==> src/rtl/pipe_stage_reg_pkg.sv <==
// Shared types and helpers for the inter-stage pipeline register.
// Holds the stall/reset encodings and the per-cycle action decoder.
package pipe_stage_reg_pkg;

    localparam logic STALL_ENABLE  = 1'b1;
    localparam logic STALL_DISABLE = 1'b0;
    localparam logic RST_ENABLE    = 1'b1;

    typedef enum logic [2:0] {
        ACT_RESET  = 3'd0,
        ACT_FLUSH  = 3'd1,
        ACT_BUBBLE = 3'd2,
        ACT_LOAD   = 3'd3,
        ACT_HOLD   = 3'd4
    } stage_act_e;

    typedef struct packed {
        logic valid;
        logic delayslot;
        logic next_delayslot;
    } stage_flags_t;

    // up=0/dn=1 cannot come from the stall controller; it is treated as a load.
    function automatic stage_act_e decode_action(input logic rst,
                                                 input logic flush,
                                                 input logic up,
                                                 input logic dn);
        stage_act_e act;
        if (rst == RST_ENABLE) begin
            act = ACT_RESET;
        end else if (flush) begin
            act = ACT_FLUSH;
        end else if ((up == STALL_ENABLE) && (dn == STALL_DISABLE)) begin
            act = ACT_BUBBLE;
        end else if (up == STALL_DISABLE) begin
            act = ACT_LOAD;
        end else begin
            act = ACT_HOLD;
        end
        return act;
    endfunction

endpackage

==> src/rtl/pipe_stage_reg_chk.sv <==
// Protocol checker for the pipeline register: stall vector must be
// contiguous from stage 0, and outputs must never carry X out of reset.
module pipe_stage_reg_chk #(
    parameter int DATA_W     = 64,
    parameter int NUM_STAGES = 6,
    parameter int CNT_W      = 16
) (
    input logic                  clk,
    input logic                  rst,
    input logic [NUM_STAGES-1:0] stall,
    input logic                  out_valid,
    input logic [DATA_W-1:0]     out_data,
    input logic                  out_delayslot,
    input logic                  out_next_delayslot,
    input logic [CNT_W-1:0]      bubble_cnt,
    input logic [CNT_W-1:0]      hold_cnt
);

    // A contiguous low run of ones plus one clears every set bit.
    a_stall_contiguous: assert property (@(posedge clk) disable iff (rst)
        ((stall + NUM_STAGES'(1'b1)) & stall) == {NUM_STAGES{1'b0}})
        else $error("illegal stall vector %b", stall);

    a_outputs_known: assert property (@(posedge clk) disable iff (rst)
        !$isunknown({out_valid, out_data, out_delayslot, out_next_delayslot,
                     bubble_cnt, hold_cnt}))
        else $error("unknown value on pipeline register outputs");

endmodule

==> src/rtl/pipe_stage_reg_sat_counter.sv <==
// Saturating event counter with synchronous clear; reset wins over clear,
// clear wins over a same-cycle increment.
module sat_counter #(
    parameter int W = 16
) (
    input  logic         clk,
    input  logic         rst,
    input  logic         clr,
    input  logic         inc,
    output logic [W-1:0] cnt
);

    logic [W-1:0] cnt_r;
    logic [W-1:0] cnt_next_s;

    // Next count: clear, saturating increment, or hold.
    always_comb begin
        cnt_next_s = cnt_r;
        if (clr) begin
            cnt_next_s = {W{1'b0}};
        end else if (inc && (cnt_r != {W{1'b1}})) begin
            cnt_next_s = cnt_r + W'(1'b1);
        end else begin
            cnt_next_s = cnt_r;
        end
    end

    // Count register.
    always_ff @(posedge clk) begin
        if (rst) begin
            cnt_r <= {W{1'b0}};
        end else begin
            cnt_r <= cnt_next_s;
        end
    end

    assign cnt = cnt_r;

endmodule

==> src/rtl/pipe_stage_reg.sv <==
// Parametrised inter-stage pipeline register with stall/bubble/flush handling
// and saturating bubble/hold performance counters.
module pipe_stage_reg
    import pipe_stage_reg_pkg::*;
#(
    parameter int                DATA_W       = 64,
    parameter int                NUM_STAGES   = 6,
    parameter int                STAGE_IDX    = 2,
    parameter logic [DATA_W-1:0] BUBBLE_VALUE = {DATA_W{1'b0}},
    parameter int                CNT_W        = 16
) (
    input  logic                  clk,
    input  logic                  rst,
    input  logic [NUM_STAGES-1:0] stall,
    input  logic                  flush,
    input  logic                  in_valid,
    input  logic [DATA_W-1:0]     in_data,
    input  logic                  in_delayslot,
    input  logic                  in_next_delayslot,
    input  logic                  cnt_clr,
    output logic                  out_valid,
    output logic [DATA_W-1:0]     out_data,
    output logic                  out_delayslot,
    output logic                  out_next_delayslot,
    output logic [CNT_W-1:0]      bubble_cnt,
    output logic [CNT_W-1:0]      hold_cnt
);

    logic              up_s;
    logic              dn_s;
    stage_act_e        act_s;
    logic [DATA_W-1:0] data_r;
    logic [DATA_W-1:0] data_next_s;
    stage_flags_t      flags_r;
    stage_flags_t      flags_next_s;
    logic              bubble_inc_s;
    logic              hold_inc_s;

    assign up_s = stall[STAGE_IDX];
    assign dn_s = stall[STAGE_IDX+1];

    // Resolve this cycle's action in priority order.
    always_comb begin
        act_s = decode_action(rst, flush, up_s, dn_s);
    end

    // Next stage contents for each action; a bubble keeps next_delayslot so
    // the upstream decoder still sees the pending branch.
    always_comb begin
        data_next_s  = data_r;
        flags_next_s = flags_r;
        case (act_s)
            ACT_RESET, ACT_FLUSH: begin
                data_next_s  = BUBBLE_VALUE;
                flags_next_s = '{valid: 1'b0, delayslot: 1'b0, next_delayslot: 1'b0};
            end
            ACT_BUBBLE: begin
                data_next_s            = BUBBLE_VALUE;
                flags_next_s.valid     = 1'b0;
                flags_next_s.delayslot = 1'b0;
            end
            ACT_LOAD: begin
                data_next_s  = in_data;
                flags_next_s = '{valid: in_valid, delayslot: in_delayslot,
                                 next_delayslot: in_next_delayslot};
            end
            ACT_HOLD: begin
                data_next_s  = data_r;
                flags_next_s = flags_r;
            end
            default: begin
                data_next_s  = BUBBLE_VALUE;
                flags_next_s = '{valid: 1'b0, delayslot: 1'b0, next_delayslot: 1'b0};
            end
        endcase
    end

    // Stage register; reset is folded into the action decode.
    always_ff @(posedge clk) begin
        data_r  <= data_next_s;
        flags_r <= flags_next_s;
    end

    // Only stall-induced bubbles and holds count; flush and reset do not.
    always_comb begin
        bubble_inc_s = (act_s == ACT_BUBBLE);
        hold_inc_s   = (act_s == ACT_HOLD);
    end

    sat_counter #(.W(CNT_W)) u_bubble_cnt (
        .clk (clk),
        .rst (rst),
        .clr (cnt_clr),
        .inc (bubble_inc_s),
        .cnt (bubble_cnt)
    );

    sat_counter #(.W(CNT_W)) u_hold_cnt (
        .clk (clk),
        .rst (rst),
        .clr (cnt_clr),
        .inc (hold_inc_s),
        .cnt (hold_cnt)
    );

    assign out_valid          = flags_r.valid;
    assign out_data           = data_r;
    assign out_delayslot      = flags_r.delayslot;
    assign out_next_delayslot = flags_r.next_delayslot;

    pipe_stage_reg_chk #(
        .DATA_W     (DATA_W),
        .NUM_STAGES (NUM_STAGES),
        .CNT_W      (CNT_W)
    ) u_chk (
        .clk                (clk),
        .rst                (rst),
        .stall              (stall),
        .out_valid          (out_valid),
        .out_data           (out_data),
        .out_delayslot      (out_delayslot),
        .out_next_delayslot (out_next_delayslot),
        .bubble_cnt         (bubble_cnt),
        .hold_cnt           (hold_cnt)
    );

endmodule
==> config.mk <==
export PLATFORM = sky130hd
export DESIGN_NAME = pipe_stage_reg
export DESIGN_NICKNAME = d
export VERILOG_FILES = /design/src/rtl/pipe_stage_reg_pkg.sv /design/src/rtl/pipe_stage_reg_chk.sv /design/src/rtl/pipe_stage_reg_sat_counter.sv /design/src/rtl/pipe_stage_reg.sv
export SDC_FILE = /design/constraint.sdc
export NUM_CORES = 1
export LEC_CHECK = 0
export BUFFER_PORTS_ARGS = -buffer_cell sky130_fd_sc_hd__buf_4
export CAP_MARGIN = 0
export CORE_UTILIZATION = 40
export DETAILED_ROUTE_END_ITERATION = 8
export HOLD_SLACK_MARGIN = 0.02
export PLACE_DENSITY = 0.8
export SYNTH_ARGS = -nofsm -noshare
export SYNTH_HDL_FRONTEND = slang
export SYNTH_SLANG_ARGS = --single-unit
export TNS_END_PERCENT = 50
==> constraint.sdc <==
create_clock -name clk -period 2.2 [get_ports clk]
set_input_delay 0.11 -clock clk [delete_from_list [all_inputs] [get_ports clk]]
set_output_delay 0.11 -clock clk [all_outputs]
set_load 0.02 [all_outputs]
==> flow_summary.yaml <==
run_status:
  status: "finished clean"
clock_tree:
  clock_path_buffers: 2
  clk-insertion-delay-late_ns: 0.36
  clock_sinks: 99
  cts_tree: "built"
  htree_levels: 3
  clkTransAtPathRegs_ns: 0.10
  cts_root_buf: "clkbuf_8"
  ctsResizeCount: 0
  cts_made_buffers: 9
  hold_buffers: 49
  postCtsSetupBuffers: 0
power_and_ir_drop:
  p_total_mw: 3.69
  p_leak_nw: 2.67
  powerDensity_mw_per_mm2: 581
  vdd_drop_max_mv: 0.375
setup_path:
  r2r_end: "u_hold_cnt.cnt[15]"
  crit_arrival_ns: 2.31
  crit_type: "reg -> reg"
  critPathLaunchType: "flip-flop"
  regToRegStartpoint: "u_hold_cnt.cnt[4]"
  worst-r2r-cell-count: 4
  worstPathRequired_ns: 2.49
  cp_max_fo: 7
  ff2ff_setup_slack_ns: 0.18
  setup.worst_path.end_class: "flip-flop"
job:
  drv_cap: 0
grt:
  grt_pass1_vias: 3542
  grt_overflow: 0
  antenna_found_initial: 0
  grt_max_degree: 68
  grt_pass1_wl_mm: 18.9
  grt_usage: 0.225
hold_path:
  hold_class: "in -> reg"
  hold_end: "out_data[38]"
  min-delay-start: "in_data[38]"
  min_path_cells: 2
synthesis:
  syn_area_mm2: 0.00418
  ys_seq_area_frac: 0.635
  avgSynthCellArea_um2: 12.0
  synthArstFlopShare: 0
  synth_edf_count: 67
  syn_inst: 348
  ys_warn_count: 0
  ys.flop_type: "edfxtp_1"
  ys_types: 41
  synth_fp_nets: 427
  ys_ff_latch: 99
routing:
  drt_wl_total_mm: 12.1
  wl_per_cell_um: 17.0
  drt-vias-per-instance: 5.16
  drtPass1Iterations: 5
  drt-initial-drc-count: 118
  ant_nets: 0
  via_count: 3681
  route.detailed.drc: 0
timing:
  setup-tns-final_ns: 0
  final-hold-violation-count: 0
  period_share: 0.916
  relSlewSlack: 0.432
  rsz0062_at_grt: "no"
  post-route-min-period_ns: 2.02
  skew_ns: 0.00587
  setup_viol: 0
  final_max_slew_viol_count: 0
  max_freq_ghz: 0.496
  max_slew.worst_pin.slew_ns: 0.844
floorplanning:
  ios: 176
  start_util: 0.419
  core.rowCount: 36
  die_w_um: 104
  die_h_um: 104
  dieArea_mm2: 0.0109
  core-area_mm2: 0.00995
placed_design:
  dpl-instance-area_mm2: 0.00566
  gp_congestion: 0.814
  io_buffers: 171
  place.detailed.hpwl_mm: 7.46
layout:
  antenna_cells: 0
  layout_common_cells: "buf_4, and2_1, edfxtp_1"
  drive_gt1_frac: 0.360
  area_delta_synth_final_pct: 52.2
  n_fill_cell: 779
  fin_nets: 655
  final_common_cell: "buf_4"
  fin_area_mm2: 0.00635
-- worst max-delay path by stage --
stage               slack (ns)         startpoint                   end
finish                    0.18  u_hold_cnt.cnt[4]    u_hold_cnt.cnt[15]
global route              0.06  u_hold_cnt.cnt[5]    u_hold_cnt.cnt[15]
CTS                       0.22  u_hold_cnt.cnt[5]    u_hold_cnt.cnt[15]
detailed placement        0.22              flush  u_bubble_cnt.cnt[13]
global placement          0.29              flush  u_bubble_cnt.cnt[13]
floorplan                 0.04                rst     u_hold_cnt.cnt[0]
-- cell usage after synthesis, drive strengths merged (2+ instances only) --
| cell | number | area, um^2 |
|---|---|---|
| or3 | 6 | 37.5 |
| nor2 | 9 | 33.8 |
| nor3 | 12 | 60.1 |
| o21ai | 4 | 20.0 |
| or2 | 4 | 25.0 |
| buf | 3 | 20.0 |
| clkbuf | 11 | 41.3 |
| nor3b | 2 | 15.0 |
| ha | 2 | 25.0 |
| dfxtp | 32 | 641 |
| and3 | 4 | 25.0 |
| mux2i | 5 | 50.1 |
| a21oi | 20 | 100 |
| o311ai | 3 | 26.3 |
| inv | 7 | 26.3 |
| a211oi | 3 | 22.5 |
| or4b | 2 | 23.8 |
| and2 | 67 | 419 |
| nand3 | 10 | 50.1 |
| nand2 | 20 | 75.1 |
| nor4 | 7 | 43.8 |
| a31oi | 3 | 18.8 |
| nand4 | 9 | 56.3 |
| o41ai | 4 | 35.0 |
| or4 | 11 | 82.6 |
| and4b | 2 | 20.0 |
| o31ai | 8 | 60.1 |
| and4 | 3 | 26.3 |
| edfxtp | 67 | 2010 |
-- registers in the layout (all words and copies together), names as in the netlist --
signal	cells
out_next_delayslot	1
out_data	64
out_delayslot	1
u_bubble_cnt.cnt	16
out_valid	1
u_hold_cnt.cnt	16
-- power by group --
group | leakage, nW | internal (mW) | switching [mW]
registers | 1.05 | 2.04 | 0.0239
logic | 1.52 | 0.239 | 0.204
clock network | 0.100 | 0.534 | 0.648
-- logic make-up after synthesis --
logic type,synth area share
mux,0.0120
simple gates,0.246
fa+ha+maj,0.00599
flops,0.635
compound gates,0.0794
buf+inv,0.0210
-- per-stage QoR --
| step | worst slack [ns] | hold WS (ns) | instances | utilization |
|---|---|---|---|---|
| floorplan | 0.0353 | 0.274 | 348 | - |
| global placement | 0.286 | 0.388 | 648 | 0.568 |
| detailed placement | 0.223 | 0.393 | 648 | 0.568 |
| CTS | 0.225 | 0.0205 | 713 | 0.637 |
| global route | 0.0615 | 0.0222 | 714 | 0.638 |
| finish | 0.184 | 0.0243 | 714 | 0.638 |
-- routing by layer --
metal | global-route usage | vias up | wire length (um)
met1 | 0.262 | 1744 | 4910
met4 | 0.0908 | 0 | 286
li1 | - | 1766 | -
met3 | 0.0395 | 16 | 668
met2 | 0.408 | 155 | 6290
met5 | 0 | - | 0
-- layout make-up --
class | count | area, um^2 | area share
sequential | 99 | 2650 | 0.417
timing repair buffer | 231 | 1860 | 0.293
multi-input combinational | 228 | 1450 | 0.228
tap | 133 | 166 | 0.0262
clock buffer | 9 | 124 | 0.0195
clock inverter | 7 | 73.8 | 0.0116
inverter | 7 | 30.0 | 0.00473
-- critical path: stages (launching register included) --
cell and delay [ns]:
dfxtp_1 0.44, nand4_1 0.30, or4_1 0.63, or4_1 0.41, a21oi_1 0.17
Power figures use the tool's default switching activity.
